### src/rtl/oflow_iou_dispatcher.sv
// Matches one frame-k bbox against the history buffer: one IoU request per entry, keeps the lowest cost.
// Optional macro OFLOW_IOU_THRESH_EN adds cost_thresh; match_found then also requires best_cost <= cost_thresh.
module oflow_iou_dispatcher #(
  parameter int MAX_HIST = 16
) (
  input  logic                        clk,
  input  logic                        reset_N,
  input  logic                        start,
  input  logic [4:0]                  num_history,
  input  logic [43:0]                 bbox_k,
  input  logic [10:0]                 w_k,
  input  logic [10:0]                 h_k,
`ifdef OFLOW_IOU_THRESH_EN
  input  logic [21:0]                 cost_thresh,
`endif
  output logic                        hist_rd_en,
  output logic [$clog2(MAX_HIST)-1:0] hist_rd_addr,
  input  logic [65:0]                 hist_rd_data,
  output logic                        iou_req_valid,
  input  logic                        iou_req_ready,
  output logic [43:0]                 req_pos_k,
  output logic [43:0]                 req_pos_hist,
  output logic [10:0]                 req_w_k,
  output logic [10:0]                 req_h_k,
  output logic [10:0]                 req_w_hist,
  output logic [10:0]                 req_h_hist,
  input  logic                        iou_rsp_valid,
  input  logic [21:0]                 iou_rsp,
  output logic                        busy,
  output logic                        done,
  output logic                        match_found,
  output logic [$clog2(MAX_HIST)-1:0] best_idx,
  output logic [21:0]                 best_cost
);

  localparam int IDXW = $clog2(MAX_HIST);
  localparam int CNTW = IDXW + 1;
  localparam logic [21:0] COST_MAX = 22'h3FFFFF;

  typedef enum logic [2:0] {IDLE, READ, ISSUE, WAIT, DONE} state_t;

  state_t          state_q, state_d;
  logic [CNTW-1:0] index_q, index_d, count_q, count_d;
  logic [43:0]     bboxK_q, bboxK_d;
  logic [10:0]     wK_q, wK_d, hK_q, hK_d;
  logic [65:0]     hist_q, hist_d;
  logic            issueFirst_q, issueFirst_d;
  logic [21:0]     bestCost_q, bestCost_d;
  logic [IDXW-1:0] bestIdx_q, bestIdx_d;
  logic            match_q, match_d;
  logic [65:0]     histSel;
  logic            candBetter;
  logic [CNTW-1:0] clampedCount;
`ifdef OFLOW_IOU_THRESH_EN
  logic [21:0]     thresh_q, thresh_d;
  logic [21:0]     candCost;
`endif

  assign clampedCount = (32'(num_history) > MAX_HIST) ? CNTW'(MAX_HIST) : CNTW'(num_history);
  // Read data is only present in the first ISSUE cycle, so it drives the payload directly until latched.
  assign histSel      = issueFirst_q ? hist_rd_data : hist_q;
  assign candBetter   = iou_rsp < bestCost_q;
`ifdef OFLOW_IOU_THRESH_EN
  assign candCost     = candBetter ? iou_rsp : bestCost_q;
`endif

  assign hist_rd_addr = index_q[IDXW-1:0];
  assign busy         = (state_q != IDLE);
  assign done         = (state_q == DONE);
  assign req_pos_k    = bboxK_q;
  assign req_w_k      = wK_q;
  assign req_h_k      = hK_q;
  assign req_pos_hist = histSel[65:22];
  assign req_w_hist   = histSel[21:11];
  assign req_h_hist   = histSel[10:0];
  assign match_found  = match_q;
  assign best_idx     = bestIdx_q;
  assign best_cost    = bestCost_q;

  always_comb begin
    state_d       = state_q;
    index_d       = index_q;
    count_d       = count_q;
    bboxK_d       = bboxK_q;
    wK_d          = wK_q;
    hK_d          = hK_q;
    hist_d        = hist_q;
    issueFirst_d  = issueFirst_q;
    bestCost_d    = bestCost_q;
    bestIdx_d     = bestIdx_q;
    match_d       = match_q;
`ifdef OFLOW_IOU_THRESH_EN
    thresh_d      = thresh_q;
`endif
    hist_rd_en    = 1'b0;
    iou_req_valid = 1'b0;
    case (state_q)
      IDLE: begin
        if (start) begin
          bboxK_d    = bbox_k;
          wK_d       = w_k;
          hK_d       = h_k;
          count_d    = clampedCount;
          index_d    = '0;
          bestCost_d = COST_MAX;
          bestIdx_d  = '0;
          match_d    = 1'b0;
`ifdef OFLOW_IOU_THRESH_EN
          thresh_d   = cost_thresh;
`endif
          state_d    = (clampedCount != '0) ? READ : DONE;
        end
      end
      READ: begin
        hist_rd_en   = 1'b1;
        issueFirst_d = 1'b1;
        state_d      = ISSUE;
      end
      ISSUE: begin
        iou_req_valid = 1'b1;
        issueFirst_d  = 1'b0;
        if (issueFirst_q) hist_d = hist_rd_data;
        if (iou_req_ready) state_d = WAIT;
      end
      WAIT: begin
        if (iou_rsp_valid) begin
          // Strict compare so a tie keeps the earlier (lower) index.
          if (candBetter) begin
            bestCost_d = iou_rsp;
            bestIdx_d  = index_q[IDXW-1:0];
          end
`ifdef OFLOW_IOU_THRESH_EN
          match_d = (candCost <= thresh_q);
`else
          match_d = 1'b1;
`endif
          index_d = index_q + CNTW'(1);
          state_d = (index_q + CNTW'(1) == count_q) ? DONE : READ;
        end
      end
      DONE:    state_d = IDLE;
      default: state_d = IDLE;
    endcase
  end

  always_ff @(posedge clk or posedge reset_N) begin
    if (reset_N) begin
      state_q      <= IDLE;
      index_q      <= '0;
      count_q      <= '0;
      bboxK_q      <= '0;
      wK_q         <= '0;
      hK_q         <= '0;
      hist_q       <= '0;
      issueFirst_q <= 1'b0;
      bestCost_q   <= COST_MAX;
      bestIdx_q    <= '0;
      match_q      <= 1'b0;
    end else begin
      state_q      <= state_d;
      index_q      <= index_d;
      count_q      <= count_d;
      bboxK_q      <= bboxK_d;
      wK_q         <= wK_d;
      hK_q         <= hK_d;
      hist_q       <= hist_d;
      issueFirst_q <= issueFirst_d;
      bestCost_q   <= bestCost_d;
      bestIdx_q    <= bestIdx_d;
      match_q      <= match_d;
    end
  end

`ifdef OFLOW_IOU_THRESH_EN
  always_ff @(posedge clk or posedge reset_N) begin
    if (reset_N) thresh_q <= '0;
    else         thresh_q <= thresh_d;
  end
`endif

endmodule

### config.mk
export PLATFORM = sky130hd
export DESIGN_NAME = oflow_iou_dispatcher
export DESIGN_NICKNAME = d
export VERILOG_FILES = /design/src/rtl/oflow_iou_dispatcher.sv
export SDC_FILE = /design/constraint.sdc
export NUM_CORES = 1
export LEC_CHECK = 0
export CAP_MARGIN = 20
export CORE_MARGIN = 2
export CORE_UTILIZATION = 44
export CTS_BUF_LIST = sky130_fd_sc_hd__clkbuf_16
export DETAILED_ROUTE_END_ITERATION = 12
export MAX_ROUTING_LAYER = met4
export PLACE_DENSITY = 0.81
export REMOVE_ABC_BUFFERS = 1
export SLEW_MARGIN = 20
export SYNTH_ARGS = -nofsm -noshare
export SYNTH_HDL_FRONTEND = slang
export SYNTH_SLANG_ARGS = --single-unit
### constraint.sdc
create_clock -name clk -period 8.7 [get_ports clk]
set_input_delay 2.175 -clock clk [delete_from_list [all_inputs] [get_ports clk]]
set_output_delay 2.175 -clock clk [all_outputs]
set_load 0.01 [all_outputs]
## After elaboration in Yosys (flattened, before gate mapping)

Index checks and enable logic that the tools add are counted.

| storage, ports and cells | value |
|---|---|
| register bits | 173 |
| bits of input ports | 164 |
| output and inout bits | 167 |
| logic and storage cells | 57 |

| operators by class | value |
|---|---|
| add/sub/neg operators | 1 |
| order comparisons | 2 |
| equal/unequal tests | 9 |
| muxes and demuxes | 25 |
| reductions and logical operators | 9 |

Operators by type and width:

| kind | count |
|---|---|
| two-way mux 22 bit | 3 |
| two-way mux 66 bit | 1 |
| case mux 22 bit (2 select lines) | 1 |
| less-than comparator 22 bit | 1 |
| two-way mux 3 bit | 5 |
| two-way mux 5 bit | 3 |
| two-way mux 4 bit | 3 |
| case mux 3 bit (4 select lines) | 1 |
| case mux 5 bit (2 select lines) | 1 |
| inequality test 2 bit (second input constant) | 4 |
| case mux 4 bit (2 select lines) | 1 |
| == test 3 x 2 -> 1 bit (second input constant) | 2 |
| AND reduction 3 bit | 2 |
| adder 5 x 1 -> 5 bit (second input constant) | 1 |
| == test 5 bit | 1 |
| > comparator 5 bit (second input constant) | 1 |
| nonzero test 5 bit | 1 |
| two-way mux 1 bit | 4 |
| case mux 1 bit (2 select lines) | 2 |
| AND reduction 4 bit | 1 |
| nonzero test 2 bit | 2 |
| == test 3 x 1 -> 1 bit (second input constant) | 1 |
| == test 3 bit (second input constant) | 1 |
| logical NOT 3 bit | 1 |
| other kinds (2) | 2 |

## Logic depth before layout (Yosys ltp)

Gate-level depths: netlist of the first run.

| depth | value |
|---|---|
| depth after elaboration | 6 |
| gate-level depth with buffers | 10 |
| depth with buffers taken out | 9 |

## Least setup slack after synthesis of the first run

OpenSTA, ideal clock, no wires.

| timing path | value |
|---|---|
| kind | in2out |
| start point | in hist_rd_data[0] |
| end point | out req_h_hist[0] |
| arrival time | 2.460 ns |
| required time | 6.525 ns |
| setup slack | 4.065 ns |
| stages | 1 |
| buffers on the path | 0 |
| cell sequence | mux2_2 |

| between the ends | value |
|---|---|
| longest elaborated chain between the ends | 1 |

Ends and longest elaborated chain:

| element | line | RTL |
|---|---|---|
| start, declared | 18 | `input logic [65:0] hist_rd_data,` |
| two-way mux 66 bit | -- |  |
| end, declared | 26 | `output logic [10:0] req_h_hist,` |

Every way passes these cells.

## Final worst setup path of the first run

| timing path | value |
|---|---|
| start point | in hist_rd_data[25] |
| end point | out req_pos_hist[3] |

| between the ends | value |
|---|---|
| longest elaborated chain between the ends | 1 |

Ends and longest elaborated chain:

| element | line | RTL |
|---|---|---|
| two-way mux 66 bit | -- |  |
| end, declared | 22 | `output logic [43:0] req_pos_hist,` |

Every way passes these cells.

==> impl_metrics.py, run 1 <==
metrics = {
    "clocking": {
        "cts_tree": "built",
        "clock_path_buffers": 2,
        "cts_made_buffers": 17,
        "clockRootBuffer": "clkbuf_16",
        "cts_hold_buffers": 0,
        "cts_resized": 0,
        "clk_pin_slew_ns": 0.07,
        "cts_setup_buffers": 0,
        "cts_num_sinks": 173,
        "clock_latency_ns": 0.42,
        "ctsHtreeMaxLevel": 4,
    },
    "layout": {
        "drive_above_1_share": 0.191,
        "fin_cells": 1296,
        "syn_to_final_growth_pct": 49.2,
        "post-route-cell-area_sq_um": 12300,
        "fin_util": 0.675,
        "final_common_cell": "clkdlybuf4s50_1",
        "mostFrequentLayoutCells": "330 x clkdlybuf4s50_1, 211 x nand2_1, 150 x dfrtp_1",
        "nNetsFinal": 1237,
        "fillers": 1419,
    },
    "power_and_ir_drop": {
        "internal-power_mw": 2.99,
        "pwr-share-seq": 0.308,
        "p_sw_frac": 0.358,
        "peakVddDrop_mv": 0.192,
        "power.density_nw_per_um2": 379,
        "p_total_mw": 4.65,
        "p_leak_nw": 5.61,
        "combinationalPowerShare": 0.520,
        "p_sw_mw": 1.66,
        "power_frac_clock": 0.172,
    },
    "sta": {
        "grt_setup_unrepaired": "no",
        "drv_slew": 0,
        "finalWorstSetupSlack_ns": 3.14,
        "maxSlewHeadroom": 0.280,
        "fin_crit_sh": 0.639,
        "fin_skew_ns": 0.00973,
        "period_minus_slack_ns": 5.56,
        "fmax_ghz": 0.180,
        "setup_viol": 0,
        "finalSetupTns_ns": 0,
        "holdWs_ns": 0.471,
        "hold_violations": 0,
        "worst_pin_slew_ns": 1.08,
    },
    "worst_hold_path": {
        "worstHoldEndpoint": "hist_q[30]",
        "hp-start": "hist_q[30]",
        "hold_depth": 2,
        "holdCritPathClass": "reg2reg",
    },
    "drt": {
        "via_per_inst": 5.00,
        "ant_nets": 0,
        "first_pass_iters": 4,
        "drc": 0,
        "routed_wl_um": 22100,
        "vias": 6474,
        "wl_per_cell_um": 17.0,
        "initialDrtViolationCount": 246,
    },
    "worst_setup_path": {
        "start_kind": "primary input",
        "crit_arrival_ns": 3.38,
        "required_ns": 6.53,
        "end_kind": "output pin",
        "reg2reg_to": "best_cost[20]",
        "critPathMaxFanout": 2,
        "rr_startpoint": "state_q[0]",
        "reg2reg_depth": 6,
        "crit_type": "in2out",
        "r2r_setup_slack_ns": 5.78,
    },
    "yosys": {
        "yosys_warnings": 0,
        "ys_types": 46,
        "synth-seq-area-share": 0.530,
        "ys_ff_latch": 173,
        "synth_cells": 736,
        "synth_area_leaders": "dfrtp_1 46%, mux2_2 17%, nand2_1 9.6%",
        "syn-cell-area_sq_um": 8210,
        "yosysTopAreaCell": "dfrtp_1",
        "synth_area_per_cell_sq_um": 11.2,
        "synth_top_cell_area_share": 0.460,
    },
    "die": {
        "chipHeight_um": 141,
        "die_area_sq_um": 19800,
        "core_sq_um": 18100,
        "std_cell_rows": 49,
        "initial_core_util": 0.453,
        "pin_count": 331,
        "die_w_um": 141,
    },
    "placement": {
        "dp_slack_ns": 3.16,
        "dp_cells": 1260,
        "io_buffers": 330,
        "place_area_sq_um": 11600,
        "dpl.hpwl_um": 15800,
        "place.gp.congestion": 0.824,
    },
    "run": {
        "drv_cap": 0,
    },
    "global_routing": {
        "grt_pass1_wl_um": 34800,
        "grt.overflow.total": 0,
        "track_usage": 0.229,
        "grt_pass1_vias": 6832,
        "grt_start_max_net_pins": 99,
        "grt_antenna_before_repair": 3,
    },
    "run_status": {
        "status": "complete, no violations",
    },
}
-- final cells by class --
class,instances,area (sq um),area share
clock buffers,17,425,0.0347
flip-flops and latches,173,4360,0.356
repair buffers,337,3380,0.275
inverters,31,121,0.00990
well taps,229,287,0.0234
diodes,3,7.51,0.000613
multi-input cells,491,3490,0.285
clock inverters,15,186,0.0152
-- how the worst max path moves through the flow --
| stage | from | to | slack, ns | cells past startpoint |
|---|---|---|---|---|
| detailed placement | hist_rd_data[22] | req_pos_hist[0] | 3.16 | 3 |
| finish | hist_rd_data[25] | req_pos_hist[3] | 3.14 | 3 |
| floorplan | reset_N | best_idx[0] | 1.87 | 1 |
| global route | hist_rd_data[10] | req_h_hist[10] | 3.12 | 3 |
| global placement | hist_rd_data[10] | req_h_hist[10] | 3.16 | 3 |
| CTS | hist_rd_data[25] | req_pos_hist[3] | 3.15 | 3 |
-- registers in the layout, indices dropped and copies added (netlist names) --
name	cells
req_w_k	11
issueFirst_q	1
state_q	3
req_pos_k	44
hist_q	66
match_found	1
count_q	5
best_cost	22
index_q	5
req_h_k	11
best_idx	4
-- worst max-delay path: stages --
cell	delay, ns
clkdlybuf4s50_1	0.42
mux2_2	0.30
clkdlybuf4s50_1	0.48
-- metal layers --
layer,up-vias,GRT usage,part of all wire
met3,52,0.0554,0.059
li1,3091,-,-
met1,3126,0.267,0.41
met5,-,-,0
met2,205,0.380,0.49
met4,0,0.0984,0.035
-- synthesized netlist by cell type, drive strengths merged --
| master | count |
|---|---|
| a2111o | 2 |
| a2111oi | 1 |
| a211oi | 1 |
| a21o | 2 |
| a21oi | 12 |
| a31oi | 2 |
| a32o | 4 |
| a41oi | 1 |
| and2 | 1 |
| and3 | 1 |
| buf | 23 |
| clkbuf | 18 |
| dfrtp | 151 |
| dfstp | 22 |
| ha | 22 |
| inv | 31 |
| mux2 | 133 |
| mux2i | 22 |
| nand2 | 211 |
| nand2b | 1 |
| nand3 | 2 |
| nand3b | 5 |
| nand4 | 4 |
| nor2 | 26 |
| nor2b | 1 |
| nor3 | 4 |
| nor3b | 2 |
| nor4 | 1 |
| o21ai | 12 |
| o21bai | 1 |
| o221ai | 3 |
| o22a | 1 |
| o22ai | 1 |
| o31ai | 1 |
| or3 | 1 |
| or3b | 1 |
| or4 | 1 |
| xnor2 | 5 |
| xor2 | 3 |
-- power groups by stage --
| stage | logic [mW] | registers (mW) | clock network, mW |
|---|---|---|---|
| 3_3_place_gp | 2.38 | 1.43 | 0 |
| 6_report | 2.42 | 1.43 | 0.799 |
| 2_1_floorplan | 1.18 | 1.53 | 0 |
| 5_1_grt | 2.61 | 1.48 | 0.847 |
| 4_1_cts | 2.44 | 1.43 | 0.817 |
| 3_5_place_dp | 2.43 | 1.44 | 0 |
-- kinds of logic after synthesis --
logic type / after synthesis / share of synthesized area
buffers and inverters: 72 / 0.0442
AOI/OAI and AO/OA: 44 / 0.0401
muxes: 155 / 0.214
DFF: 173 / 0.530
adders and majority gates: 22 / 0.0335
xor gates and xnor gates: 8 / 0.00853
and+or+nand+nor: 262 / 0.129
(Power assumes the default switching activity.)
==> run 2: changes to the inputs <==
- CORE_UTILIZATION: 44 -> 40
- PLACE_DENSITY: 0.81 -> 0.78
- clock period: 8.7 -> 5 ns (I/O delays scaled with it)
==> run 2 against run 1 <==
Net effect: wire length down 2.8%; sequential cell count unchanged; setup slack worse by 2.1 ns; critical path depth unchanged; largest cell class unchanged.
==> impl_metrics.py, run 2 (synthesis gave the netlist of run 1 again) <==
metrics = {
    "placement": {
        "dpl.hpwl_um": 15300,
        "place.gp.congestion": 0.798,
        "dp_slack_ns": 1.05,
        "place_area_sq_um": 11700,
        "io_buffers": 330,
    },
    "power_and_ir_drop": {
        "p_total_mw": 7.87,
        "peakVddDrop_mv": 0.312,
        "p_leak_nw": 5.58,
        "power.density_nw_per_um2": 644,
    },
    "layout": {
        "nNetsFinal": 1238,
        "fillers": 1692,
        "syn_to_final_growth_pct": 48.9,
        "post-route-cell-area_sq_um": 12200,
        "regMostFlops": "hist_q",
        "drive_above_1_share": 0.190,
        "largest_reg_flops": 66,
        "mostFrequentLayoutCells": "330 x clkdlybuf4s50_1, 211 x nand2_1, 150 x dfrtp_1",
        "final_common_cell": "clkdlybuf4s50_1",
    },
    "run_status": {
        "status": "complete, no violations",
    },
    "die": {
        "pin_count": 331,
        "die_w_um": 147,
        "std_cell_rows": 52,
        "initial_core_util": 0.407,
        "chipHeight_um": 147,
        "core_sq_um": 20200,
        "die_area_sq_um": 21700,
    },
    "clocking": {
        "clock_path_buffers": 2,
        "clockRootBuffer": "clkbuf_16",
        "ctsHtreeMaxLevel": 4,
        "cts_made_buffers": 17,
        "clk_pin_slew_ns": 0.07,
        "cts_num_sinks": 173,
        "clock_latency_ns": 0.42,
        "cts_tree": "built",
        "cts_resized": 0,
        "cts_hold_buffers": 0,
        "cts_setup_buffers": 0,
    },
    "sta": {
        "worst_pin_slew_ns": 1.06,
        "drv_slew": 0,
        "setup_viol": 0,
        "hold_violations": 0,
        "fin_skew_ns": 0.0129,
        "maxSlewHeadroom": 0.292,
        "grt_setup_unrepaired": "no",
        "fin_crit_sh": 0.785,
        "period_minus_slack_ns": 3.93,
        "fmax_ghz": 0.255,
        "finalSetupTns_ns": 0,
        "finalWorstSetupSlack_ns": 1.07,
    },
    "worst_setup_path": {
        "startpoint": "issueFirst_q",
        "start_kind": "flop",
        "end_kind": "output pin",
        "required_ns": 3.75,
        "critPathMaxFanout": 39,
        "crit_type": "reg2out",
        "crit_arrival_ns": 2.68,
        "rr_startpoint": "best_cost[15]",
    },
    "global_routing": {
        "track_usage": 0.205,
        "grt_antenna_before_repair": 3,
        "grt_pass1_vias": 6651,
        "grt.overflow.total": 0,
        "grt_start_max_net_pins": 104,
        "grt_pass1_wl_um": 34400,
    },
    "worst_hold_path": {
        "holdCritPathClass": "reg2reg",
        "hp-start": "hist_q[24]",
    },
    "drt": {
        "routed_wl_um": 21500,
        "first_pass_iters": 5,
        "vias": 6452,
        "ant_nets": 0,
        "wl_per_cell_um": 16.1,
        "initialDrtViolationCount": 229,
        "via_per_inst": 4.83,
        "drc": 0,
    },
    "run": {
        "drv_cap": 0,
    },
}
run 2: cell type report:
class / instances / area (sq um) / area share
Antenna cell: 3 / 7.51 / 0.000614
Sequential cell: 173 / 4360 / 0.356
Clock buffer: 17 / 425 / 0.0348
Tap cell: 270 / 338 / 0.0276
Inverter: 31 / 121 / 0.00993
Timing Repair Buffer: 338 / 3390 / 0.277
Clock inverter: 14 / 96.3 / 0.00788
Multi-Input combinational cell: 491 / 3490 / 0.286
run 2: worst max-delay path, cell delays in order, from the launching register on:
cell             delay (ns)
dfrtp_2                0.93
buf_4                  0.39
mux2_2                 0.38
clkdlybuf4s50_1        0.53
run 2: worst paths after layout:
path / cells past startpoint / slack, ns / end
worst min-delay path: 2 / 0.47 / hist_q[24]
max in group asynchronous: 3 / 2.63 / best_cost[3]
worst min register to register: 2 / 0.47 / hist_q[24]
min in group asynchronous: 2 / 1.43 / hist_q[46]
worst max register to register: 9 / 2.19 / best_cost[13]
worst max-delay path: 3 / 1.07 / req_pos_hist[4]
run 2: layer usage:
layer	track usage	vias up	share of wire
met5	-	-	0
met4	0.0726	0	0.029
met3	0.0596	35	0.062
met2	0.319	207	0.48
met1	0.257	3100	0.43
li1	-	3110	-
run 2: power breakdown:
group	leakage (nW)	switching [mW]	total, mW	internal, mW
clock	0.255	0.566	1.20	0.633
sequential	2.09	0.415	2.52	2.11
combinational	3.24	1.85	4.15	2.30
run 2: metrics by stage:
step                std cells   util  hold slack (ns)
floorplan                 695      -            0.442
global placement         1303  0.580            0.453
detailed placement       1303  0.580            0.458
CTS                      1334  0.606            0.475
global route             1337  0.606            0.493
finish                   1337  0.606            0.468
==> run 3: changes to the inputs <==
- CORE_UTILIZATION: 40 -> 44
- PLACE_DENSITY: 0.78 -> 0.81
- clock period: 5 -> 4.1 ns (I/O delays scaled with it)
==> run 3 against run 2 <==
Net effect: critical path depth stayed put; worst hold slack better by 0.0031 ns; register-to-register slack worse by 0.96 ns; sequential power is 21% higher; clock power is 28% higher; core utilization is 6.8 points higher; critical endpoint is now req_pos_hist[10]; largest cell class unchanged.
==> impl_metrics.py, run 3 (synthesis gave the netlist of run 1 again) <==
metrics = {
    "run_status": {
        "status": "complete, no violations",
    },
    "layout": {
        "nNetsFinal": 1238,
        "regMostFlops": "hist_q",
        "fin_cells": 1298,
        "final_common_cell": "clkdlybuf4s50_1",
        "mostFrequentLayoutCells": "330 x clkdlybuf4s50_1, 211 x nand2_1, 150 x dfrtp_1",
        "drive_above_1_share": 0.192,
        "post-route-cell-area_sq_um": 12200,
        "fin_util": 0.674,
        "largest_reg_flops": 66,
        "syn_to_final_growth_pct": 49.0,
    },
    "worst_setup_path": {
        "crit_arrival_ns": 2.41,
        "rr_startpoint": "best_cost[15]",
        "r2r_setup_slack_ns": 1.23,
        "required_ns": 3.07,
        "end_kind": "output pin",
        "crit_type": "reg2out",
        "startpoint": "issueFirst_q",
        "reg2reg_depth": 9,
        "critPathMaxFanout": 22,
        "start_kind": "flop",
        "critPathCapture": "req_pos_hist[10]",
        "reg2reg_to": "best_cost[1]",
    },
    "sta": {
        "setup_viol": 0,
        "finalSetupTns_ns": 0,
        "period_minus_slack_ns": 3.44,
        "hold_violations": 0,
        "fin_crit_sh": 0.839,
        "worst_pin_slew_ns": 1.03,
        "maxSlewHeadroom": 0.314,
        "fin_skew_ns": 0.0120,
        "fmax_ghz": 0.291,
        "grt_setup_unrepaired": "no",
        "drv_slew": 0,
    },
    "clocking": {
        "clock_path_buffers": 2,
        "clk_pin_slew_ns": 0.07,
        "cts_resized": 0,
        "ctsHtreeMaxLevel": 4,
        "cts_setup_buffers": 0,
        "cts_tree": "built",
        "clock_latency_ns": 0.42,
        "clockRootBuffer": "clkbuf_16",
        "cts_made_buffers": 17,
        "cts_num_sinks": 173,
        "cts_hold_buffers": 0,
    },
    "power_and_ir_drop": {
        "p_total_mw": 9.72,
        "power.density_nw_per_um2": 794,
        "p_leak_nw": 5.61,
        "peakVddDrop_mv": 0.395,
    },
    "placement": {
        "dpl.hpwl_um": 15700,
        "place_area_sq_um": 11700,
        "place.gp.congestion": 0.832,
        "io_buffers": 330,
        "dp_cells": 1262,
    },
    "drt": {
        "via_per_inst": 4.99,
        "drc": 0,
        "first_pass_iters": 4,
        "ant_nets": 0,
        "wl_per_cell_um": 16.7,
        "initialDrtViolationCount": 245,
        "routed_wl_um": 21700,
        "vias": 6474,
    },
    "global_routing": {
        "track_usage": 0.229,
        "grt_pass1_vias": 6960,
        "grt_start_max_net_pins": 81,
        "grt_antenna_before_repair": 4,
        "grt.overflow.total": 0,
        "grt_pass1_wl_um": 34900,
    },
    "die": {
        "die_w_um": 141,
        "initial_core_util": 0.453,
        "core_sq_um": 18100,
        "std_cell_rows": 49,
        "die_area_sq_um": 19800,
        "pin_count": 331,
        "chipHeight_um": 141,
    },
    "worst_hold_path": {
        "holdCritPathClass": "reg2reg",
    },
    "run": {
        "drv_cap": 0,
    },
}
[run 3: final cells by class]
| class | instances | area (sq um) |
|---|---|---|
| diodes | 4 | 10.0 |
| multi-input cells | 491 | 3490 |
| clock buffers | 17 | 425 |
| well taps | 229 | 287 |
| clock inverters | 15 | 130 |
| flip-flops and latches | 173 | 4360 |
| inverters | 31 | 121 |
| fillers | 1399 | 5910 |
| repair buffers | 338 | 3410 |
[run 3: worst max-delay path, cell delays in order (launching register included)]
cell             delay, ns
dfrtp_2               0.71
buf_4                 0.37
mux2_2                0.38
clkdlybuf4s50_1       0.52
[run 3: power by group]
group          internal [mW]  switching [mW]  total [mW]
Sequential              2.57           0.489        3.06
Combinational           2.81            2.30        5.12
Clock                  0.800           0.745        1.54
[run 3: per-layer routing]
layer	global-route usage	up-vias	share of wire
li1	-	3100	-
met1	0.274	3102	0.42
met2	0.372	223	0.48
met3	0.0540	49	0.055
met4	0.0984	0	0.036
met5	-	-	0
[run 3: how the worst min path moves through the flow]
stage,cells after the start,start,end,slack (ns)
final,2,hist_q[10],hist_q[10],0.47
after detailed placement,2,hist_q[3],hist_q[3],0.46
after global routing,2,hist_q[57],hist_q[57],0.50
after CTS,2,hist_q[55],hist_q[55],0.48
after floorplan,2,hist_q[10],hist_q[10],0.44
after global placement,2,hist_q[55],hist_q[55],0.45
[run 3: stage by stage]
step	hold slack [ns]	worst slack, ns
after floorplan	0.442	-1.58
after global placement	0.452	0.411
after detailed placement	0.459	0.330
after CTS	0.475	0.640
after global routing	0.500	0.549
final	0.471	0.661
